[src/rtl/bias_buffer_reader.sv]
// Bias buffer read side: streams bias_num bank-parallel words from bb_st_addr to the PE array.
// Optional build macro BIAS_RD_GATE_EN zeroes bias_out whenever no vector is valid.
module bias_buffer_reader #(
    parameter int X_PE       = 16,
    parameter int ADDR_LEN   = 16,
    parameter int DATA_LEN   = 64,
    parameter int SINGLE_LEN = 24
) (
    input  logic                                   clk,
    input  logic                                   rst_n,
    input  logic                                   conf,
    input  logic [SINGLE_LEN-1:0]                  bias_num,
    input  logic [ADDR_LEN-1:0]                    bb_st_addr,
    output logic                                   bb_rd_en,
    output logic [ADDR_LEN-1:0]                    bb_rd_addr,
    input  logic [(8*X_PE/DATA_LEN)*DATA_LEN-1:0]  bb_rd_data,
    output logic [8*X_PE-1:0]                      bias_out,
    output logic                                   bias_valid,
    input  logic                                   bias_ready,
    output logic                                   done,
    output logic                                   idle,
    output logic [1:0]                             dbg_state
);

    localparam int BUFFER_NUM = 8*X_PE/DATA_LEN;
    localparam int VEC_W      = 8*X_PE;

    localparam logic [1:0] S_IDLE  = 2'd0;
    localparam logic [1:0] S_READ  = 2'd1;
    localparam logic [1:0] S_DRAIN = 2'd2;

    // Handshake: a vector transfers in any cycle where bias_valid and bias_ready are both high;
    // once bias_valid rises, bias_out and bias_valid hold until that transfer happens.

    logic [1:0]            state_q, state_d;
    logic [ADDR_LEN-1:0]   addr_q, addr_d;
    logic [ADDR_LEN-1:0]   last_addr_q, last_addr_d;
    logic [SINGLE_LEN-1:0] rem_q, rem_d;
    logic                  done_q, done_d;
    logic                  in_flight_q;
    logic [VEC_W-1:0]      q0_q, q0_d, q1_q, q1_d;
    logic [1:0]            occ_q, occ_d;
    logic                  pop, push, room, rd_en;

    assign bias_valid = (occ_q != 2'd0);
    assign pop        = bias_valid & bias_ready;
    assign push       = in_flight_q;
    // Count the read whose data lands next cycle so two slots are never oversubscribed.
    assign room       = ({1'b0, occ_q} + {2'b00, in_flight_q}) < (3'd2 + {2'b00, pop});
    assign rd_en      = (state_q == S_READ) && room;

    assign bb_rd_en   = rd_en;
    assign bb_rd_addr = rd_en ? addr_q : last_addr_q;
    assign done       = done_q;
    assign idle       = (state_q == S_IDLE) && (occ_q == 2'd0);
    assign dbg_state  = state_q;

`ifdef BIAS_RD_GATE_EN
    assign bias_out = bias_valid ? q0_q : '0;
`else
    assign bias_out = q0_q;
`endif

    // The head only moves on a pop from a full queue, so it keeps the last vector once drained.
    always_comb begin
        q0_d  = q0_q;
        q1_d  = q1_q;
        occ_d = occ_q;
        case ({push, pop})
            2'b10: begin
                if (occ_q == 2'd0) q0_d = bb_rd_data;
                else               q1_d = bb_rd_data;
                occ_d = occ_q + 2'd1;
            end
            2'b01: begin
                if (occ_q == 2'd2) q0_d = q1_q;
                occ_d = occ_q - 2'd1;
            end
            2'b11: begin
                if (occ_q == 2'd2) begin
                    q0_d = q1_q;
                    q1_d = bb_rd_data;
                end else begin
                    q0_d = bb_rd_data;
                end
            end
            default: ;
        endcase
    end

    always_comb begin
        state_d     = state_q;
        addr_d      = addr_q;
        last_addr_d = last_addr_q;
        rem_d       = rem_q;
        done_d      = 1'b0;
        case (state_q)
            S_IDLE: begin
                if (conf) begin
                    if (bias_num != '0) begin
                        state_d = S_READ;
                        addr_d  = bb_st_addr;
                        rem_d   = bias_num;
                    end else begin
                        done_d = 1'b1;
                    end
                end
            end
            S_READ: begin
                if (rd_en) begin
                    addr_d      = addr_q + ADDR_LEN'(1);
                    last_addr_d = addr_q;
                    rem_d       = rem_q - SINGLE_LEN'(1);
                    if (rem_q == SINGLE_LEN'(1)) state_d = S_DRAIN;
                end
            end
            S_DRAIN: begin
                // No reads issue here, so an empty queue next cycle means the job is complete.
                if (occ_d == 2'd0) begin
                    state_d = S_IDLE;
                    done_d  = 1'b1;
                end
            end
            default: state_d = S_IDLE;
        endcase
    end

    always_ff @(posedge clk or negedge rst_n) begin
        if (!rst_n) begin
            state_q     <= S_IDLE;
            addr_q      <= '0;
            last_addr_q <= '0;
            rem_q       <= '0;
            done_q      <= 1'b0;
            in_flight_q <= 1'b0;
            q0_q        <= '0;
            q1_q        <= '0;
            occ_q       <= 2'd0;
        end else begin
            state_q     <= state_d;
            addr_q      <= addr_d;
            last_addr_q <= last_addr_d;
            rem_q       <= rem_d;
            done_q      <= done_d;
            in_flight_q <= rd_en;
            q0_q        <= q0_d;
            q1_q        <= q1_d;
            occ_q       <= occ_d;
        end
    end

    if (BUFFER_NUM * DATA_LEN != VEC_W) begin : g_bad_geometry
        $error("bank geometry must tile the bias vector exactly");
    end

endmodule

[config.mk]
export PLATFORM = sky130hd
export DESIGN_NAME = bias_buffer_reader
export DESIGN_NICKNAME = d
export VERILOG_FILES = /design/src/rtl/bias_buffer_reader.sv
export SDC_FILE = /design/constraint.sdc
export NUM_CORES = 1
export LEC_CHECK = 0
export CORE_ASPECT_RATIO = 1.4
export CORE_MARGIN = 8
export CORE_UTILIZATION = 51
export DETAILED_ROUTE_END_ITERATION = 6
export GPL_ROUTABILITY_DRIVEN = 0
export PLACE_DENSITY = 0.81
export SYNTH_ARGS = -nofsm -noshare
export SYNTH_HDL_FRONTEND = slang
export SYNTH_SLANG_ARGS = --single-unit
[constraint.sdc]
create_clock -name clk -period 3 [get_ports clk]
set_input_delay 0.6 -clock clk [delete_from_list [all_inputs] [get_ports clk]]
set_output_delay 0.6 -clock clk [all_outputs]
set_load 0.02 [all_outputs]
# == Word-level counts from Yosys, hierarchy flattened ==
# Index checks and enable logic that the tools add are counted.
# totals
regBits,318
latchBits,0
ram_bits,0
romBits,0
n_memories,0
# op_classes
add_sub_neg,6
n_mul,0
div_mod_pow,0
n_lt_le_gt_ge,1
eq_ne,16
shifts,0
mux,27
bitwise_logic,1
reduce_logical,14
# ops
cell,n
$mux W128,5
$pmux W128 S3,1
$pmux W128 S2,1
$mux W24,3
$mux W16,4
$pmux W24 S2,1
$pmux W16 S2,1
$eq A24 B1 Y1 const B,1
$reduce_bool A24 Y1,1
$sub A24 B1 Y24 const B,1
$add A16 B1 Y16 const B,1
$ne A2 B2 Y1 const B,7
$mux W2,5
$eq A2 B2 Y1 const B,4
$logic_not A2 Y1,3
$pmux W2 S3,1
$reduce_and A3 Y1,2
$reduce_bool A2 Y1,3
$reduce_and A5 Y1,1
$eq A2 B1 Y1 const B,2
$ne A2 B1 Y1 const B,2
$pmux W2 S2,1
$reduce_and A4 Y1,1
$add A2 B1 Y3,1
other kinds (9),12

# == Longest topological paths before layout ==
# Gate-level depths: netlist of the first run.
# logic_depth
depth_word,7
ltp_mapped,9
ltp_nobuf,7

# == Worst setup path after synthesis of the first run ==
# OpenSTA, ideal clock, no wires.
# synth_path
kind,flip-flop to output port
startpoint,register in_flight_q
endpoint,output port bb_rd_addr[10]
arrival_ns,2.317
t_required_ns,2.400
slack_ns,0.083
stages_incl_launch_ff,10
path_buffers,2
path_cell_list,dfrtp_1 > ha_1 > nand2b_1 > o21a_1 > or3_1 > clkbuf_1 > inv_1 > buf_1 > nand2_1 > nand2_1
# synth_via
elab_chain_len,4
# synth_lines
item,line_no,text
"start, declared",40,logic in_flight_q;
"start signal, assigned",145,in_flight_q <= rd_en;
$add A2 B1 Y3,49,"assign room = ({1'b0, occ_q} + {2'b00, in_flight_q}) < (3'd2 + {2'b00, pop});"
$lt A3 B3 Y1,49,
$logic_and A1 B1 Y1,50,assign rd_en = (state_q == S_READ) && room;
via bb_rd_en,14,"output logic bb_rd_en,"
$mux W16,n/a,
"end, declared",15,"output logic [ADDR_LEN-1:0] bb_rd_addr,"
# The timed path passes the listed nets, and every way through them passes these cells.

# == Worst setup path after layout of the first run ==
# layout_path
startpoint,register in_flight_q
endpoint,output port bb_rd_addr[12]
# layout_via
elab_chain_len,4
# layout_lines
item,line_no
$add A2 B1 Y3,49
$lt A3 B3 Y1,49
$logic_and A1 B1 Y1,50
$mux W16,n/a
# Every way passes these cells.

==> out/results.tsv, run 1 <==
stage	metric	value	unit
clock_network	Num CTS Buffers	31	
grt	Total Routing Usage GR	0.2313	
clock_network	TritonCTS clock tree	built	
timing	RSZ-0062 raised after global routing	true	
timing	final setup fails	17	
floorplanning	die area	0.03376	mm^2
yosys	number of synthesized flops with an enable pin	0	
route	Antenna Violating Nets Remaining	0	
route	wire per inst	19.89	um
critical_path	R2R depth	7	
floorplanning	floorplan core area	0.02766	mm^2
grt	Overflow after GRT	0	
clock_network	Reg clk slew, reported paths	0.06	ns
yosys	syn_area_per_cell	11.22	um^2
clock_network	latest clock arrival within the worst-skew pair	0.57	ns
cells_and_area	layout cells sized above 1	0.1760	
run_status	status	finished, violations left	
placement	port bufs	321	
yosys	Mapped Area	0.01431	mm^2
yosys	Syn Inst Count	1276	
cells_and_area	Area growth, synth to finish	36.28	%
yosys	Most used DFF post-synth	dfrtp_1	
clock_network	maximum root-to-sink buffer count	3	
hold_path	Hold Crit Class	primary input to async pin	
placement	placed cell area	0.01829	mm^2
route	Pre-antenna DRT Iters	6	
floorplanning	row count	72	
timing	Hold Violations, Final	5	
cells_and_area	leading cell type in the layout, fill and taps excluded	dfrtp_1	
pwr	maximum VDD drop	0.7723	mV
grt	largest net degree at the start of global routing	139	
timing	WHS	-0.01028	ns
flow_run	max_cap viols	0	
pwr	Pleak	0.009089	uW
floorplanning	die height	214.2	um
timing	fin crit period	3.045	ns
timing	worst relative slew slack	0.3310	
critical_path	CP Max Fanout	6	
clock_network	clock root cell	clkbuf_16	
critical_path	crit end category	output port	
yosys	YS warnings	0	
timing	worst setup margin	-0.04547	ns
route	Remaining DRCs	0	
cells_and_area	design area	0.01951	mm^2
critical_path	r2r startpoint	in_flight_q$_DFF_PN0_	
yosys	sequential element share of the synthesized area	0.5559	
floorplanning	IO Pins	322	
yosys	synthesized flop and latch total	318	
clock_network	Max H-tree Level	1	
timing	fmax	328.4	MHz
critical_path	origin of the worst setup path	in_flight_q$_DFF_PN0_	
critical_path	CP Launch Type	flip-flop	
cells_and_area	NumNets Final	1783	
grt	initial antenna violation count	5	
grt	global-route wire length before repair	63020	um
grt	vias in the first global route	11760	
clock_network	Sink Count	318	
placement	post-detail-place hpwl	27690	um
timing	Pins Over Slew Limit	0	
critical_path	WS Path Type	flip-flop to output port	
yosys	Post-synth ARST share	1.000	
yosys	Syn Nets	1453	
cells_and_area	most frequent cells in the layout	dfrtp_1, clkdlybuf4s50_1, nand2_1	
timing	Worst Tran Pin Value	0.9997	ns
pwr	Design Power	22530	uW
critical_path	Critical Path AT	2.45	ns
run_status	failing checks	hold timing, setup timing	
route	Vias/cell	5.633	
route	DRT Wirelength	39910	um
floorplanning	Initial Util	0.5176	
timing	Final Cycle Share	1.015	
floorplanning	Die Wd	157.6	um
yosys	Netlist cell types	66	
critical_path	WP data required	2.40	ns
route	initial detailed-routing violation count	642	
route	via count of the routed design	11300	
timing	clk_skew	0.01248	ns
cells_and_area	Fillers	2011	
pwr	pwr/cell area	1155	mW/mm^2
-- cell type report --
cell class	instances	area, um^2	share of cell area
flip-flops and latches	318	7958	0.4080
well taps	370	462.9	0.02373
clock buffers	41	853.3	0.04375
clock inverters	17	224.0	0.01148
repair buffers	381	3887	0.1993
inverters	21	83.83	0.004298
multi-input cells	853	6025	0.3089
diodes	5	12.51	0.0006414
-- state kept, by name, indices dropped and copies added, names as in the netlist --
signal	cells
bias_out	128
q1_q	128
rem_q	24
addr_q	16
last_addr_q	16
dbg_state	2
occ_q	2
done	1
in_flight_q	1
-- per-layer routing --
metal	up-vias	global-route usage	routed length, um
li1	5256	-	-
met1	5553	0.2704	15110
met2	414	0.4030	20690
met3	77	0.05224	2853
met4	0	0.08912	1261
met5	-	0	0
-- power breakdown --
part           total (uW)  switching (uW)  internal, uW
logic               10600            5550          5080
registers            7820            1380          6440
clock network        4090            1660          2430
-- cells in the mapped netlist, types with 3 or more instances --
| cell | instances | share of area |
|---|---|---|
| a211oi_1 | 7 | 0.0037 |
| a2bb2oi_1 | 9 | 0.0055 |
| a21oi_1 | 16 | 0.0056 |
| ha_1 | 5 | 0.0044 |
| nor3_1 | 11 | 0.0038 |
| mux2i_1 | 130 | 0.091 |
| nor2_1 | 26 | 0.0068 |
| a211o_1 | 3 | 0.0018 |
| o31ai_1 | 5 | 0.0026 |
| nand4_1 | 6 | 0.0026 |
| o22ai_1 | 15 | 0.0066 |
| o311a_1 | 5 | 0.0035 |
| dfrtp_1 | 318 | 0.56 |
| a21o_1 | 3 | 0.0016 |
| and4_1 | 4 | 0.0024 |
| o21ai_0 | 155 | 0.054 |
| buf_2 | 19 | 0.0066 |
| nand2b_1 | 3 | 0.0013 |
| clkbuf_1 | 58 | 0.015 |
| nor3b_1 | 3 | 0.0016 |
| nand2_1 | 204 | 0.053 |
| inv_1 | 21 | 0.0055 |
| mux2_2 | 129 | 0.10 |
| nand3_1 | 13 | 0.0045 |
| a31oi_1 | 7 | 0.0031 |
| a221o_1 | 6 | 0.0042 |
| and3_1 | 4 | 0.0017 |
| a221oi_1 | 11 | 0.0067 |
| nor2b_1 | 4 | 0.0017 |
| nor4_1 | 14 | 0.0061 |
| buf_1 | 6 | 0.0016 |
| o22a_1 | 7 | 0.0043 |
| or3_1 | 6 | 0.0026 |
-- cell families (layout without fill, tap and decap cells) --
group / count (synthesis) / after routing / share of synthesized area
compound gates: 273 / 273 / 0.1180
other cells: 0 / 5 / 0
buf+inv: 105 / 460 / 0.02946
flops: 318 / 318 / 0.5559
simple gates: 315 / 315 / 0.09921
fa+ha+maj: 5 / 5 / 0.004371
mux: 259 / 259 / 0.1924
xor+xnor: 1 / 1 / 0.0006120
-- worst max-delay path: stages (launching register included) --
cell and delay, ns:
dfrtp_1 0.38, ha_1 0.30, nand2b_4 0.14, o21a_1 0.18
or3_4 0.37, inv_6 0.10, clkbuf_16 0.17, nand2_2 0.07
nand2_2 0.07, buf_6 0.11
-- what timing repair did --
action,in CTS,in global routing
cloned,0,1
setup buffers,0,4
resized for setup,92,34
endpoints found under the setup margin,17,16
hold buffers,0,0
pin swaps,0,1
-- final timing paths --
path,to,slack (ns)
hold reg to reg,last_addr_q[10]$_DFFE_PN0P_,0.47
setup / recovery,bb_rd_addr[12],-0.05
hold / removal,bias_out[21]$_DFFE_PN0P_,-0.01
max in group asynchronous,in_flight_q$_DFF_PN0_,2.21
setup reg to reg,rem_q[1]$_DFFE_PN0P_,0.58
min in group clk,last_addr_q[10]$_DFFE_PN0P_,0.47
-- metrics by stage --
step | instances | utilization | TNS [ns] | setup WS [ns]
floorplan | 1276 | - | 0 | 0.08287
global placement | 1938 | 0.6611 | -4.079 | -0.2751
detailed placement | 1938 | 0.6611 | -4.997 | -0.3475
CTS | 1996 | 0.6987 | -0.5667 | -0.05080
global route | 2006 | 0.7053 | -2.138 | -0.1673
finish | 2006 | 0.7053 | -0.4533 | -0.04547
Note: power is estimated with default switching activity, not from simulation.
==> inputs of run 2 (changes only) <==
==> constraint.sdc (replaced) <==
create_clock -name clk -period 3 [get_ports clk]
set_input_delay 0.75 -clock clk [delete_from_list [all_inputs] [get_ports clk]]
set_output_delay 0.75 -clock clk [all_outputs]
set_load 0.02 [all_outputs]
==> out/results.tsv, run 2 (synthesis results as in run 1) <==
stage	metric	value	unit	change
run_status	status	finished, violations left		
run_status	failing checks	setup timing		
placement	port bufs	321		unchanged
critical_path	CP max-delay cell	dfrtp_1		
floorplanning	Initial Util	0.5176		unchanged
floorplanning	die height	214.2	um	unchanged
cells_and_area	design area	0.01963	mm^2	+0.65%
placement	post-detail-place hpwl	28550	um	+3.1%
route	initial detailed-routing violation count	787		+23%
timing	fin crit period	3.296	ns	+0.2504 ns
pwr	clock network power share	0.189		+0.007
clock_network	Sink Count	318		unchanged
pwr	register share of total power	0.343		-0.004
placement	pre-CTS setup slack	-0.7296	ns	-0.3821 ns
clock_network	Reg clk slew, reported paths	0.06	ns	about the same
cells_and_area	most frequent cells in the layout	dfrtp_1, clkdlybuf4s50_1, nand2_1		
clock_network	maximum root-to-sink buffer count	3		unchanged
pwr	Comb pwr share	0.468		-0.003
route	wire per inst	20.13	um	+1.2%
critical_path	WS Path Type	flip-flop to output port		
grt	Total Routing Usage GR	0.2365		+0.005122
critical_path	R2R depth	6		-1
grt	global-route wire length before repair	64050	um	+1.6%
grt	Overflow after GRT	0		unchanged
clock_network	hold_buf cts	0		unchanged
floorplanning	row count	72		unchanged
clock_network	Num CTS Buffers	31		unchanged
cells_and_area	Area growth, synth to finish	37.17	%	
timing	Pins Over Slew Limit	0		unchanged
critical_path	r2r endpoint	bias_out[83]$_DFFE_PN0P_		
pwr	Design Power	22780	uW	+1.1%
critical_path	crit end category	output port		
critical_path	crit-path cells	ha_1 > nand2b_4 > o21a_1 > or3_4 > inv_4 > buf_6 > nand2_2 > nand2_1 > buf_4		
pwr	Pleak	0.009169	uW	+0.88%
route	Antenna Violating Nets Remaining	0		unchanged
route	Pre-antenna DRT Iters	5		-1
timing	Worst Tran Pin Value	0.8305	ns	-0.1692 ns
critical_path	CP Launch Type	flip-flop		
timing	RSZ-0062 raised after global routing	true		
critical_path	Critical Path AT	2.55	ns	+0.10 ns
floorplanning	Die Wd	157.6	um	unchanged
cells_and_area	NumNets Final	1794		+0.62%
timing	Final Cycle Share	1.099		+0.08348
grt	vias in the first global route	11890		+1.1%
pwr	NetSw	8620	uW	+0.44%
pwr	switching share of total power	0.3785		-0.002436
clock_network	clock root cell	clkbuf_16		
critical_path	CP Max Fanout	5		-1
clock_network	latest clock arrival within the worst-skew pair	0.57	ns	about the same
floorplanning	IO Pins	322		unchanged
timing	worst relative slew slack	0.4442		+0.1132
timing	clk_skew	0.01077	ns	-0.001710 ns
floorplanning	floorplan core area	0.02766	mm^2	unchanged
route	via count of the routed design	11460		+1.4%
timing	final setup fails	17		unchanged
clock_network	TritonCTS clock tree	built		
flow_run	max_cap viols	0		unchanged
timing	fmax	303.4	MHz	-7.6%
pwr	maximum VDD drop	0.6897	mV	-11%
timing	setup TNS	-4.119	ns	-3.666 ns
route	DRT Wirelength	40560	um	+1.6%
critical_path	CP max stage delay	0.38	ns	about the same
grt	initial antenna violation count	7		+2
route	Vias/cell	5.685		+0.92%
cells_and_area	leading cell type in the layout, fill and taps excluded	dfrtp_1		
pwr	P_int	14160	uW	+1.5%
critical_path	WP data required	2.25	ns	-0.15 ns
critical_path	CP endpoint	bb_rd_addr[9]		
hold_path	Hold Crit Class	primary input to async pin		
clock_network	Max H-tree Level	1		unchanged
critical_path	r2r startpoint	occ_q[1]$_DFF_PN0_		
pwr	pwr/cell area	1160	mW/mm^2	+0.43%
placement	placed cell area	0.01837	mm^2	+0.47%
critical_path	origin of the worst setup path	in_flight_q$_DFF_PN0_		
grt	largest net degree at the start of global routing	89		-36%
critical_path	r2r setup slk	0.61	ns	+0.03 ns
floorplanning	die area	0.03376	mm^2	unchanged
route	Remaining DRCs	0		unchanged
timing	Hold Violations, Final	0		-5
cells_and_area	layout cells sized above 1	0.1872		+0.01123
timing	worst setup margin	-0.2959	ns	-0.2504 ns
[run 2: changes by cell type in the layout (fill, tap and decap cells not counted), moves of 3 or more]
| cell | previous run | this run |
|---|---|---|
| nand2_2 | 9 | 19 |
| clkbuf_8 | 4 | 9 |
| clkinv_2 | 8 | 5 |
| nand2_1 | 192 | 183 |
| buf_4 | 45 | 57 |
[run 2: power by group through the flow]
stage                     Sequential (uW)  Clock (uW)  Combinational (uW)
after global routing                 8030        4550               11500
after global placement               7690           0               10200
after detailed placement             7800           0               10400
after floorplan                      8490           0                5180
final                                7810        4300               10700
after CTS                            7760        4380               10600
[run 2: how the worst min path moves through the flow]
| stage | startpoint | to | slack (ns) | depth (start not counted) |
|---|---|---|---|---|
| final | rst_n | bias_out[23]$_DFFE_PN0P_ | 0.11 | 1 |
| after global routing | rst_n | bias_out[24]$_DFFE_PN0P_ | 0.13 | 1 |
| after CTS | rst_n | bias_out[23]$_DFFE_PN0P_ | 0.12 | 1 |
| after detailed placement | last_addr_q[13]$_DFFE_PN0P_ | last_addr_q[13]$_DFFE_PN0P_ | 0.46 | 2 |
| after global placement | last_addr_q[8]$_DFFE_PN0P_ | last_addr_q[8]$_DFFE_PN0P_ | 0.45 | 2 |
| after floorplan | last_addr_q[0]$_DFFE_PN0P_ | last_addr_q[0]$_DFFE_PN0P_ | 0.44 | 2 |
[run 2: worst max-delay path: cells and delay by family, from the launching register on]
family / cells / cell delay (ns)
AOI/OAI and AO/OA: 1 / 0.20
and+or+nand+nor: 4 / 0.69
adders and majority gates: 1 / 0.31
DFF: 1 / 0.38
buffers and inverters: 3 / 0.38
[run 2: final cells by class]
class                           instances  area (um^2)
Fill cell                            2007         8023
Sequential cell                       318         7958
Multi-Input combinational cell        853         6042
Timing Repair Buffer                  392         3949
Clock buffer                           44        914.6
Tap cell                              370        462.9
Clock inverter                         12        214.0
Inverter                               21        81.33
Antenna cell                            5        12.51
[run 2: through the flow]
stage               hold slack (ns)    util  instances
finish                       0.1148  0.7099       2015
floorplan                    0.4387       -       1276
detailed placement           0.4609  0.6642       1951
global placement             0.4536  0.6642       1951
CTS                          0.1169  0.7069       2009
global route                 0.1280  0.7099       2015
[run 2: timing repair]
action                     in CTS  in global routing
gates resized for setup       115                 24
setup endpoints to repair      18                 17
buffers inserted                1                  1
gates cloned                    1                  0
pin swaps                       1                  2
[run 2: routing by layer]
layer  vias up  GRT usage  share of wire
met4         4     0.1235          0.049
met1      5612     0.2700           0.37
met3       120    0.05567          0.076
li1       5276          -              -
met5         -          0        0.00057
met2       443     0.4025           0.51
==> inputs of run 3 (changes only) <==
--- a/config.mk
+++ b/config.mk
@@ -7,10 +7,10 @@
 export LEC_CHECK = 0
 export CORE_ASPECT_RATIO = 1.4
 export CORE_MARGIN = 8
-export CORE_UTILIZATION = 51
+export CORE_UTILIZATION = 50
 export DETAILED_ROUTE_END_ITERATION = 6
 export GPL_ROUTABILITY_DRIVEN = 0
-export PLACE_DENSITY = 0.81
+export PLACE_DENSITY = 0.79
 export SYNTH_ARGS = -nofsm -noshare
 export SYNTH_HDL_FRONTEND = slang
 export SYNTH_SLANG_ARGS = --single-unit
==> out/results.tsv, run 3 (synthesis results as in run 1) <==
stage	metric	value	unit	change
run_status	status	finished, violations left		
run_status	failing checks	setup timing		
pwr	maximum VDD drop	0.6900	mV	about the same
clock_network	Max H-tree Level	2		+1
critical_path	CP Max Fanout	5		unchanged
route	Pre-antenna DRT Iters	4		-1
critical_path	WS Path Type	flip-flop to output port		
grt	initial antenna violation count	4		-3
route	wire per inst	19.63	um	-2.5%
critical_path	CP Launch Type	flip-flop		
placement	placed cell area	0.01825	mm^2	-0.66%
floorplanning	row count	73		+1.4%
route	Remaining DRCs	0		unchanged
route	via count of the routed design	11360		-0.86%
route	Vias/cell	5.633		-0.90%
grt	largest net degree at the start of global routing	76		-15%
critical_path	Critical Path AT	2.39	ns	-0.16 ns
clock_network	latest clock arrival within the worst-skew pair	0.51	ns	-0.06 ns
floorplanning	die height	216.2	um	+0.92%
clock_network	Reg clk slew, reported paths	0.06	ns	about the same
route	detailed route wirelength on metal2	19900	um	-3.1%
grt	global-route wire length before repair	63260	um	-1.2%
placement	port bufs	321		unchanged
floorplanning	Die Wd	159.0	um	+0.89%
clock_network	Sink Count	318		unchanged
floorplanning	die area	0.03437	mm^2	+1.8%
critical_path	WP data required	2.25	ns	about the same
pwr	register share of total power	0.346		+0.003
critical_path	r2r startpoint	rem_q[0]$_DFFE_PN0P_		
placement	pre-CTS setup slack	-0.7152	ns	+0.01436 ns
pwr	clock network power share	0.179		-0.010
route	top sig layer	met5		
clock_network	maximum root-to-sink buffer count	3		unchanged
route	M1 WL	15650	um	+5.0%
timing	final setup fails	16		-1
route	Antenna Violating Nets Remaining	0		unchanged
cells_and_area	Final Core Density	0.6942		-0.01571
timing	Worst Tran Pin Value	0.8048	ns	-0.02574 ns
timing	Final Cycle Share	1.046		-0.05278
cells_and_area	design area	0.01966	mm^2	+0.12%
floorplanning	IO Pins	322		unchanged
grt	Overflow after GRT	0		unchanged
floorplanning	Initial Util	0.5055		-0.01203
route	metal3 WL	2493	um	-19%
pwr	Comb pwr share	0.475		+0.007
cells_and_area	NumNets Final	1793		-0.056%
cells_and_area	Area growth, synth to finish	37.33	%	
placement	post-detail-place hpwl	27400	um	-4.0%
clock_network	hold_buf cts	0		unchanged
timing	worst relative slew slack	0.4585		+0.01431
clock_network	TritonCTS clock tree	built		
timing	Pins Over Slew Limit	0		unchanged
cells_and_area	leading cell type in the layout, fill and taps excluded	dfrtp_1		
pwr	Pleak	0.009186	uW	+0.18%
pwr	Design Power	22670	uW	-0.47%
pwr	pwr/cell area	1153	mW/mm^2	-0.58%
critical_path	crit end category	output port		
hold_path	Hold Crit Class	primary input to async pin		
route	initial detailed-routing violation count	655		-17%
placement	dpl cells	1944		-0.36%
flow_run	max_cap viols	0		unchanged
cells_and_area	layout cells sized above 1	0.1891		+0.001945
grt	Total Routing Usage GR	0.2240		-0.01249
clock_network	clock root cell	clkbuf_16		
timing	Hold Violations, Final	0		unchanged
route	DRT Wirelength	39580	um	-2.4%
pwr	NetSw	8653	uW	+0.39%
timing	worst setup margin	-0.1376	ns	+0.1584 ns
critical_path	R2R depth	7		+1
floorplanning	floorplan core area	0.02831	mm^2	+2.4%
timing	RSZ-0062 raised after global routing	true		
pwr	switching share of total power	0.3817		+0.003247
cells_and_area	most frequent cells in the layout	dfrtp_1, clkdlybuf4s50_1, nand2_1		
timing	fin crit period	3.138	ns	-0.1584 ns
critical_path	r2r setup slk	0.65	ns	+0.04 ns
timing	clk_skew	0.01686	ns	+0.006089 ns
grt	vias in the first global route	11890		-0.025%
timing	fmax	318.7	MHz	+5.0%
cells_and_area	Layout Cells excl Fill	2016		+0.050%
critical_path	r2r endpoint	rem_q[12]$_DFFE_PN0P_		
pwr	P_int	14020	uW	-0.99%
clock_network	Num CTS Buffers	34		+9.7%
==> run 3: routing by layer <==
metal | vias up | global-route usage
li1 | 5255 | -
met1 | 5593 | 0.2705
met2 | 405 | 0.3828
met3 | 100 | 0.05064
met4 | 4 | 0.09016
met5 | - | 0
==> run 3: cell type report <==
class | count | area, um^2
Antenna cell | 2 | 5.005
Clock buffer | 53 | 1054
Clock inverter | 6 | 36.28
Fill cell | 2035 | 8658
Inverter | 21 | 83.83
Multi-Input combinational cell | 853 | 6143
Sequential cell | 318 | 7958
Tap cell | 375 | 469.2
Timing Repair Buffer | 388 | 3908
==> run 3: power by group through the flow <==
stage | Sequential, uW | Combinational, uW | Clock [uW]
6_report | 7850 | 10800 | 4050
5_1_grt | 8080 | 11600 | 4310
4_1_cts | 7790 | 10400 | 4160
3_5_place_dp | 7810 | 10300 | 0
3_3_place_gp | 7720 | 10000 | 0
2_1_floorplan | 8490 | 5180 | 0
==> run 3: worst max-delay path by stage <==
stage                     startpoint              to  slack [ns]  depth (start not counted)
5_1_grt        in_flight_q$_DFF_PN0_  bb_rd_addr[12]       -0.22                          8
2_1_floorplan  in_flight_q$_DFF_PN0_  bb_rd_addr[10]        0.10                          9
3_3_place_gp              bias_ready   bb_rd_addr[6]       -0.65                          9
4_1_cts        in_flight_q$_DFF_PN0_  bb_rd_addr[11]       -0.14                          7
3_5_place_dp              bias_ready   bb_rd_addr[8]       -0.72                          9
6_report       in_flight_q$_DFF_PN0_  bb_rd_addr[12]       -0.14                          9
==> run 3: per-stage QoR <==
step | TNS (ns) | hold WS (ns)
after global routing | -3.184 | 0.2227
after global placement | -10.70 | 0.4547
after detailed placement | -11.47 | 0.4575
after CTS | -1.739 | 0.2037
final | -1.692 | 0.1895
after floorplan | 0 | 0.4387
==> run 3: worst max-delay path, stage by stage (launching register included) <==
cell and delay [ns]:
dfrtp_1 0.41, ha_4 0.24, nand2b_4 0.13, o21a_1 0.18, or3_4 0.40, inv_6 0.11
buf_12 0.14, nand2_4 0.06, nand2_2 0.09, buf_6 0.11
==> run 3: timing repair <==
action,CTS,global route
buffers inserted,2,8
pin swaps,5,8
setup endpoints to repair,17,17
gates cloned,1,0
resized for setup,120,48
